File: config.mk
export PLATFORM = sky130hd
export DESIGN_NAME = popcount_scheduler
export DESIGN_NICKNAME = d
export VERILOG_FILES = /design/src/rtl/popcount_pkg.sv /design/src/rtl/chunk_popcount.sv /design/src/rtl/popcount_scheduler.sv
export SDC_FILE = /design/constraint.sdc
export NUM_CORES = 1
export LEC_CHECK = 0
export CAP_MARGIN = 0
export CORE_MARGIN = 5
export CORE_UTILIZATION = 51
export DETAILED_ROUTE_END_ITERATION = 12
export HOLD_SLACK_MARGIN = 0.03
export PLACE_DENSITY = 0.79
export SLEW_MARGIN = 20
export SYNTH_ARGS = -nofsm -noshare
export SYNTH_HDL_FRONTEND = slang
export SYNTH_SLANG_ARGS = --single-unit
File: constraint.sdc
create_clock -name clk -period 2.83 [get_ports clk]
set_input_delay 0.566 -clock clk [delete_from_list [all_inputs] [get_ports clk]]
set_output_delay 0.566 -clock clk [all_outputs]
set_load 0.01 [all_outputs]
File: src/rtl/popcount_pkg.sv
// Shared types and constants for the serial popcount scheduler.
// Holds the FSM state enum, the chunk width and the count-width helper.
package popcount_pkg;

    localparam int CHUNK = 3;

    typedef enum logic [1:0] {
        IDLE = 2'd0,
        RUN  = 2'd1,
        DONE = 2'd2
    } state_e;

    // Width needed to hold any count from 0 to w inclusive.
    function automatic int count_width(input int w);
        return $clog2(w + 1);
    endfunction

endpackage

File: src/rtl/chunk_popcount.sv
// Combinational population count of one CHUNK-bit slice.
// This is the single counter that the scheduler time-shares across the word.
module chunk_popcount
    import popcount_pkg::*;
#(
    parameter int N = CHUNK,
    localparam int NW = count_width(N)
) (
    input  logic [N-1:0]  bits_i,
    output logic [NW-1:0] count_o
);

    always_comb begin
        count_o = '0;
        for (int i = 0; i < N; i++) begin
            count_o = count_o + NW'(bits_i[i]);
        end
    end

endmodule

File: src/rtl/popcount_scheduler.sv
// Serial popcount: accepts a WIDTH-bit word, counts it CHUNK bits per cycle,
// and returns the total over a valid/ready handshake. Optional macro
// POPCNT_EARLY_EXIT_EN ends the count as soon as the remaining bits are zero.
module popcount_scheduler
    import popcount_pkg::*;
#(
    parameter int WIDTH = 15,
    localparam int CW = count_width(WIDTH)
) (
    input  logic             clk,
    input  logic             rst_n,
    input  logic             in_valid,
    output logic             in_ready,
    input  logic [WIDTH-1:0] in_bits,
    output logic             out_valid,
    input  logic             out_ready,
    output logic [CW-1:0]    out_count,
    output logic             busy
);

    // WIDTH must be a non-zero multiple of CHUNK; NCH is the number of RUN cycles.
    localparam int NCH = WIDTH / CHUNK;
    localparam int IW  = (NCH > 1) ? $clog2(NCH) : 1;
    localparam int KW  = count_width(CHUNK);
    localparam logic [IW-1:0] LAST_IDX = IW'(NCH - 1);

    state_e           state_q, state_d;
    logic [WIDTH-1:0] sr_q, sr_d;
    logic [CW-1:0]    acc_q, acc_d;
    logic [IW-1:0]    idx_q, idx_d;
    logic [KW-1:0]    chunk_cnt;

    chunk_popcount #(.N(CHUNK)) u_chunk (
        .bits_i  (sr_q[CHUNK-1:0]),
        .count_o (chunk_cnt)
    );

    always_comb begin
        state_d = state_q;
        sr_d    = sr_q;
        acc_d   = acc_q;
        idx_d   = idx_q;
        case (state_q)
            IDLE: begin
                if (in_valid) begin
                    sr_d    = in_bits;
                    acc_d   = '0;
                    idx_d   = '0;
                    state_d = RUN;
                end
            end
            RUN: begin
                acc_d = acc_q + CW'(chunk_cnt);
                sr_d  = sr_q >> CHUNK;
                idx_d = idx_q + 1'b1;
                if (idx_q == LAST_IDX) begin
                    state_d = DONE;
                end
`ifdef POPCNT_EARLY_EXIT_EN
                // Nothing left to count once the shifted word is all zeros.
                if (sr_d == '0) begin
                    state_d = DONE;
                end
`endif
            end
            DONE: begin
                if (out_ready) begin
                    state_d = IDLE;
                end
            end
            default: state_d = IDLE;
        endcase
    end

    always_ff @(posedge clk or negedge rst_n) begin
        if (!rst_n) begin
            state_q <= IDLE;
            sr_q    <= '0;
            acc_q   <= '0;
            idx_q   <= '0;
        end else begin
            state_q <= state_d;
            sr_q    <= sr_d;
            acc_q   <= acc_d;
            idx_q   <= idx_d;
        end
    end

    // The accumulator is only updated in IDLE-accept and RUN, so it is stable in DONE.
    assign in_ready  = (state_q == IDLE);
    assign busy      = (state_q != IDLE);
    assign out_valid = (state_q == DONE);
    assign out_count = acc_q;

endmodule
# Yosys cells after proc, flatten, opt, wreduce, memory -nomap -nowiden
# Index checks and enable logic that the tools add are counted.
# W data, S select, Z words.
[classes]
n_addsub = 4
n_eq_ne = 6
muxes = 10
n_reduce_logical = 5
[op_table]
columns = ["operator", "n"]
rows = [
  ["$pmux W15 S2", 1],
  ["$mux W15", 1],
  ["$pmux W4 S2", 1],
  ["$mux W2", 3],
  ["$pmux W2 S3", 1],
  ["$pmux W3 S2", 1],
  ["$add A4 B2 Y4", 1],
  ["$mux W4", 1],
  ["$ne A2 B2 Y1 const B", 2],
  ["$reduce_bool A2 Y1", 2],
  ["$add A3 B1 Y3 const B", 1],
  ["$eq A3 B3 Y1 const B", 1],
  ["$mux W3", 1],
  ["$reduce_and A3 Y1", 1],
  ["$add A1 B1 Y2", 1],
  ["$add A2 B1 Y2", 1],
  ["$eq A2 B1 Y1 const B", 1],
  ["$eq A2 B2 Y1 const B", 1],
  ["$logic_not A2 Y1", 1],
  ["$ne A2 B1 Y1 const B", 1],
  ["$reduce_and A2 Y1", 1],
]
[word_totals]
ff_bits = 24
in_bits = 19

# Logic depth before layout (Yosys ltp)
[depth]
ltp_word = 4
depth_mapped = 6
ltp_nobuf = 6

# Modules after synthesis
# Synthesis repeated with hierarchy kept, for this count alone.
[hier_totals]
hier_cells = 114
area_unflattened_um2 = 1332.5
[by_module_without_submodules]
columns = ["mod", "instances", "cells_each", "area_per_inst_um2", "seq_area_each_um2"]
rows = [
  ["popcount_scheduler", 1, 113, 1312.5, 600.6],
  ["chunk_popcount", 1, 1, 20.0, 0.0],
]

# Least setup slack after synthesis
# OpenSTA, ideal clock, no wires.
[synth_path]
path_kind = "reg2reg"
startpoint = "register acc_q[0], in the netlist out_count[0]"
endpoint = "register acc_q[2], in the netlist out_count[2]"
setup_ns = 0.121
t_arrival_ns = 1.779
t_required_ns = 2.709
path_slack_ns = 0.930
path_stages_with_launch = 7
period_less_slack_ns = 1.900
cell_sequence = "dfrtp_1 -> fa_1 -> ha_1 -> fa_1 -> nand2b_1 -> mux2i_1 -> a22o_1"
[synth_between]
elab_chain_cells = 2
[synth_rtl]
columns = ["item", "line_no", "rtl"]
rows = [
  ["from (decl)", "popcount_scheduler.sv:29", "logic [CW-1:0] acc_q, acc_d;"],
  ["from (signal assigned)", "popcount_scheduler.sv:79", "acc_q <= '0;"],
  ["from (signal assigned)", "popcount_scheduler.sv:84", "acc_q <= acc_d;"],
  ["$add A4 B2 Y4", "popcount_scheduler.sv:53", "acc_d = acc_q + CW'(chunk_cnt);"],
  ["$pmux W4 S2", "popcount_scheduler.sv:43", "case (state_q)"],
]
# No other way between the ends.
# A chain may end at the register's enable or synchronous reset.

# Final worst setup path
[layout_path]
startpoint = "register state_q[0]"
endpoint = "output in_ready"
[layout_between]
elab_chain_cells = 1
[layout_rtl]
columns = ["item", "line_no", "rtl"]
rows = [
  ["from (decl)", "popcount_scheduler.sv:27", "state_e state_q, state_d;"],
  ["from (signal assigned)", "popcount_scheduler.sv:82", "state_q <= state_d;"],
  ["$logic_not A2 Y1", "popcount_scheduler.sv:90", "assign in_ready = (state_q == IDLE);"],
  ["to (decl)", "popcount_scheduler.sv:13", "output logic in_ready,"],
]
# No other way between the ends.

==> results.json <==
{
  "outcome": "complete, no violations",
  "postSynthAreaPerCell_um2": 10.7,
  "clock_insertion_delay_worst_skew_ps": 320,
  "met2_length_um": 1330,
  "routed_wirelength_um": 2770,
  "type_of_origin_of_the_critical_path": "flip-flop",
  "fin_setup_tns_ps": 0,
  "final_net_count": 178,
  "timing_worst_slew_pin_value_ps": 429,
  "standard_cell_row_count": 18,
  "clock_pin_transition_on_the_worst_setup_and_hold_timing_paths_ps": 130,
  "period_needed_ps": 2330,
  "drt_pass1_iterations": 4,
  "core_region_area_mm2": 0.00252,
  "synth_warnings": 0,
  "die_width_um": 61.7,
  "vdd_ir_drop_max_mv": 0.688,
  "timing.final.crit_share_pct": 82.4,
  "max_freq_mhz": 429,
  "numPortBuffers": 25,
  "multi_input_area_um2": 672,
  "internal_power_mw": 1.01,
  "yosysTopAreaCell": "dfrtp_1",
  "cp_max_fo": 12,
  "yosysUniqueCellTypes": 30,
  "finalMaxSlewViolations": 0,
  "cp-end-kind": "output port",
  "cts_resized": 0,
  "worstHoldPathType": "reg -> reg",
  "layout_overhead_on_the_synthesized_area_pct": 21.8,
  "cp_top_family": "buffers and inverters",
  "first_global_vias": 1090,
  "h-tree-depth": 1,
  "proportion_of_layout_cells_with_a_drive_suffix_above_1_pct": 15.1,
  "drv_cap": 0,
  "crit_arrival_ps": 1760,
  "grt_remaining_overflow": 0,
  "worst_case_headroom_to_the_max_slew_limit_pct": 71.3,
  "mappedNetlistArea_mm2": 0.00136,
  "power.sequential.fraction_pct": 37.6,
  "post-route-drc-count": 0,
  "finalHoldViolCount": 0,
  "root_buffer_cell": "clkbuf_4",
  "floorplan.die.height_um": 61.7,
  "cp_cell_sequence": "or2_2, inv_1, clkdlybuf4s50_1",
  "switching_share_pct": 37.3,
  "setup_viol": 0,
  "initial_utilization_pct": 54.1,
  "tritoncts": "built",
  "power.density_mw_per_mm2": 972,
  "antenna_violations_before_repair": 0,
  "detail_route.iter0.violations": 28,
  "placed_cell_count": 178,
  "worst_path_largest_cell_delay_ps": 520,
  "detailedPlacementHpwl_um": 2040,
  "detailed_routing_wirelength_on_met1_um": 1270,
  "num_vias": 1035,
  "clock_power_share_pct": 15.6,
  "wl_per_cell_um": 15.2,
  "total_power_mw": 1.61,
  "synth.ff_latch_count": 24,
  "power.share.combinational_pct": 46.9,
  "crit_slowest_cell": "dfrtp_1",
  "maxUsedRoutingLayer": "met4",
  "grt_first_pass_wirelength_um": 4930,
  "layout.cells.non_filler": 182,
  "insertedDiodeCount": 0,
  "synth_top_area_share_pct": 44.0,
  "synth_cells": 127,
  "syn-num-nets": 152,
  "ant_nets": 0,
  "rsz0062_at_grt": "no",
  "worst_setup_skew_after_layout_ps": 10.0,
  "postCtsSetupRepairBufs": 0,
  "fillers": 203,
  "cp_num_buf_inv": 2,
  "die_area_mm2": 0.00381,
  "grt_usage_pct": 17.1,
  "grt_max_degree": 25,
  "cts_num_sinks": 24,
  "seq_area_frac_synth_pct": 44.0,
  "cts_max_path_buffers": 2,
  "io_pins": 26,
  "layout.area.seq_um2": 601,
  "biggest_area_contributors_in_the_synthesized_netlist": "dfrtp_1, a22oi_1, a21oi_2",
  "required_ps": 2260,
  "met3_wire_length_um": 150,
  "cellLeakagePower_nw": 0.718,
  "clock_buffers_created_by_tritoncts": 3,
  "cts_hold_buffers": 0,
  "power.net_switching_uw": 601,
  "drt-vias-per-instance": 5.69,
  "gp_routability_congestion": 0.767,
  "crit_type": "reg -> out"
}
[stage by stage]
| stage | hold WS [ps] | utilization [%] | setup slack [ps] | area (um2) |
|---|---|---|---|---|
| after floorplan | 270 | - | 930 | 1360 |
| after global placement | 481 | 63.8 | 859 | 1610 |
| after detailed placement | 501 | 63.8 | 830 | 1610 |
| after CTS | 534 | 65.9 | 476 | 1660 |
| after global routing | 582 | 65.9 | 404 | 1660 |
| final | 537 | 65.9 | 499 | 1660 |
[registers in the layout, indices dropped and copies added (netlist names)]
name / cells
idx_q: 3
out_count: 4
sr_q: 15
state_q: 2
[cells by family (layout without fill, tap and decap cells)]
family	Yosys count	count (layout)	synth area share [%]
AO/OA/AOI/OAI	53	53	28.0
AND/OR/NAND/NOR	29	29	13.2
flip-flops	24	24	44.0
buffers and inverters	13	38	6.70
adder cells (fa/ha/maj)	6	6	6.61
multiplexers	2	2	1.47
[Yosys cell counts, drive strengths merged]
| library cell | number |
|---|---|
| buf | 7 |
| fa | 2 |
| dfrtp | 24 |
| inv | 5 |
| a21oi | 16 |
| o21ai | 15 |
| o211ai | 2 |
| nand3b | 1 |
| clkbuf | 1 |
| nand2b | 2 |
| mux2i | 2 |
| a31oi | 1 |
| a22oi | 12 |
| a32o | 1 |
| nand2 | 7 |
| and2b | 4 |
| o21bai | 1 |
| ha | 4 |
| or2 | 1 |
| a22o | 5 |
| nor2b | 14 |
[routing by layer]
metal,global-route usage (%),up-vias
met1,24.4,510
met3,2.27,2
met2,27.1,21
met5,0,-
li1,-,502
met4,5.45,0
[worst register-to-register path, delay by kind of cell, from the launching register on]
family          cells  cell delay [ps]
flops               1              440
simple gates        1               80
compound gates      1              180
fa+ha+maj           3             1120
mux                 1               60
[layout make-up]
type	count	share of cell area, %
multi-input cells	90	40.4
well taps	30	2.26
inverters	5	1.13
flip-flops and latches	24	36.1
repair buffers	29	16.9
clock inverters	1	1.81
clock buffers	3	1.36
[power groups by stage]
stage	sequential (mW)	clock, mW	combinational (mW)
detailed placement	0.616	0	0.763
floorplan	0.591	0	0.589
global placement	0.606	0	0.730
global route	0.631	0.267	0.848
CTS	0.607	0.256	0.767
finish	0.606	0.251	0.757
[cell usage in the layout, fill, tap and decap left out, drive strengths merged]
| master | instances |
|---|---|
| nand2b | 2 |
| clkbuf | 3 |
| o21bai | 1 |
| bufinv | 1 |
| a22oi | 12 |
| inv | 5 |
| ha | 4 |
| mux2i | 2 |
| o21ai | 15 |
| nand3b | 1 |
| clkdlybuf4s50 | 25 |
| buf | 4 |
| or2 | 1 |
| and2b | 4 |
| nor2b | 14 |
| fa | 2 |
| o211ai | 2 |
| nand2 | 7 |
| a32o | 1 |
| dfrtp | 24 |
| a22o | 5 |
| a21oi | 16 |
| a31oi | 1 |
[path summary, 6_finish.rpt]
check / start / end / slack (ps) / cells past startpoint
max in group asynchronous: rst_n / idx_q[2] / 2020 / 2
max: state_q[0] / in_ready / 500 / 3
min in group asynchronous: rst_n / out_count[1] / 570 / 2
min reg2reg: idx_q[0] / idx_q[0] / 540 / 2
min: idx_q[0] / idx_q[0] / 540 / 2
max reg2reg: out_count[0] / out_count[2] / 850 / 6
Note: power is estimated with default switching activity, not from simulation.
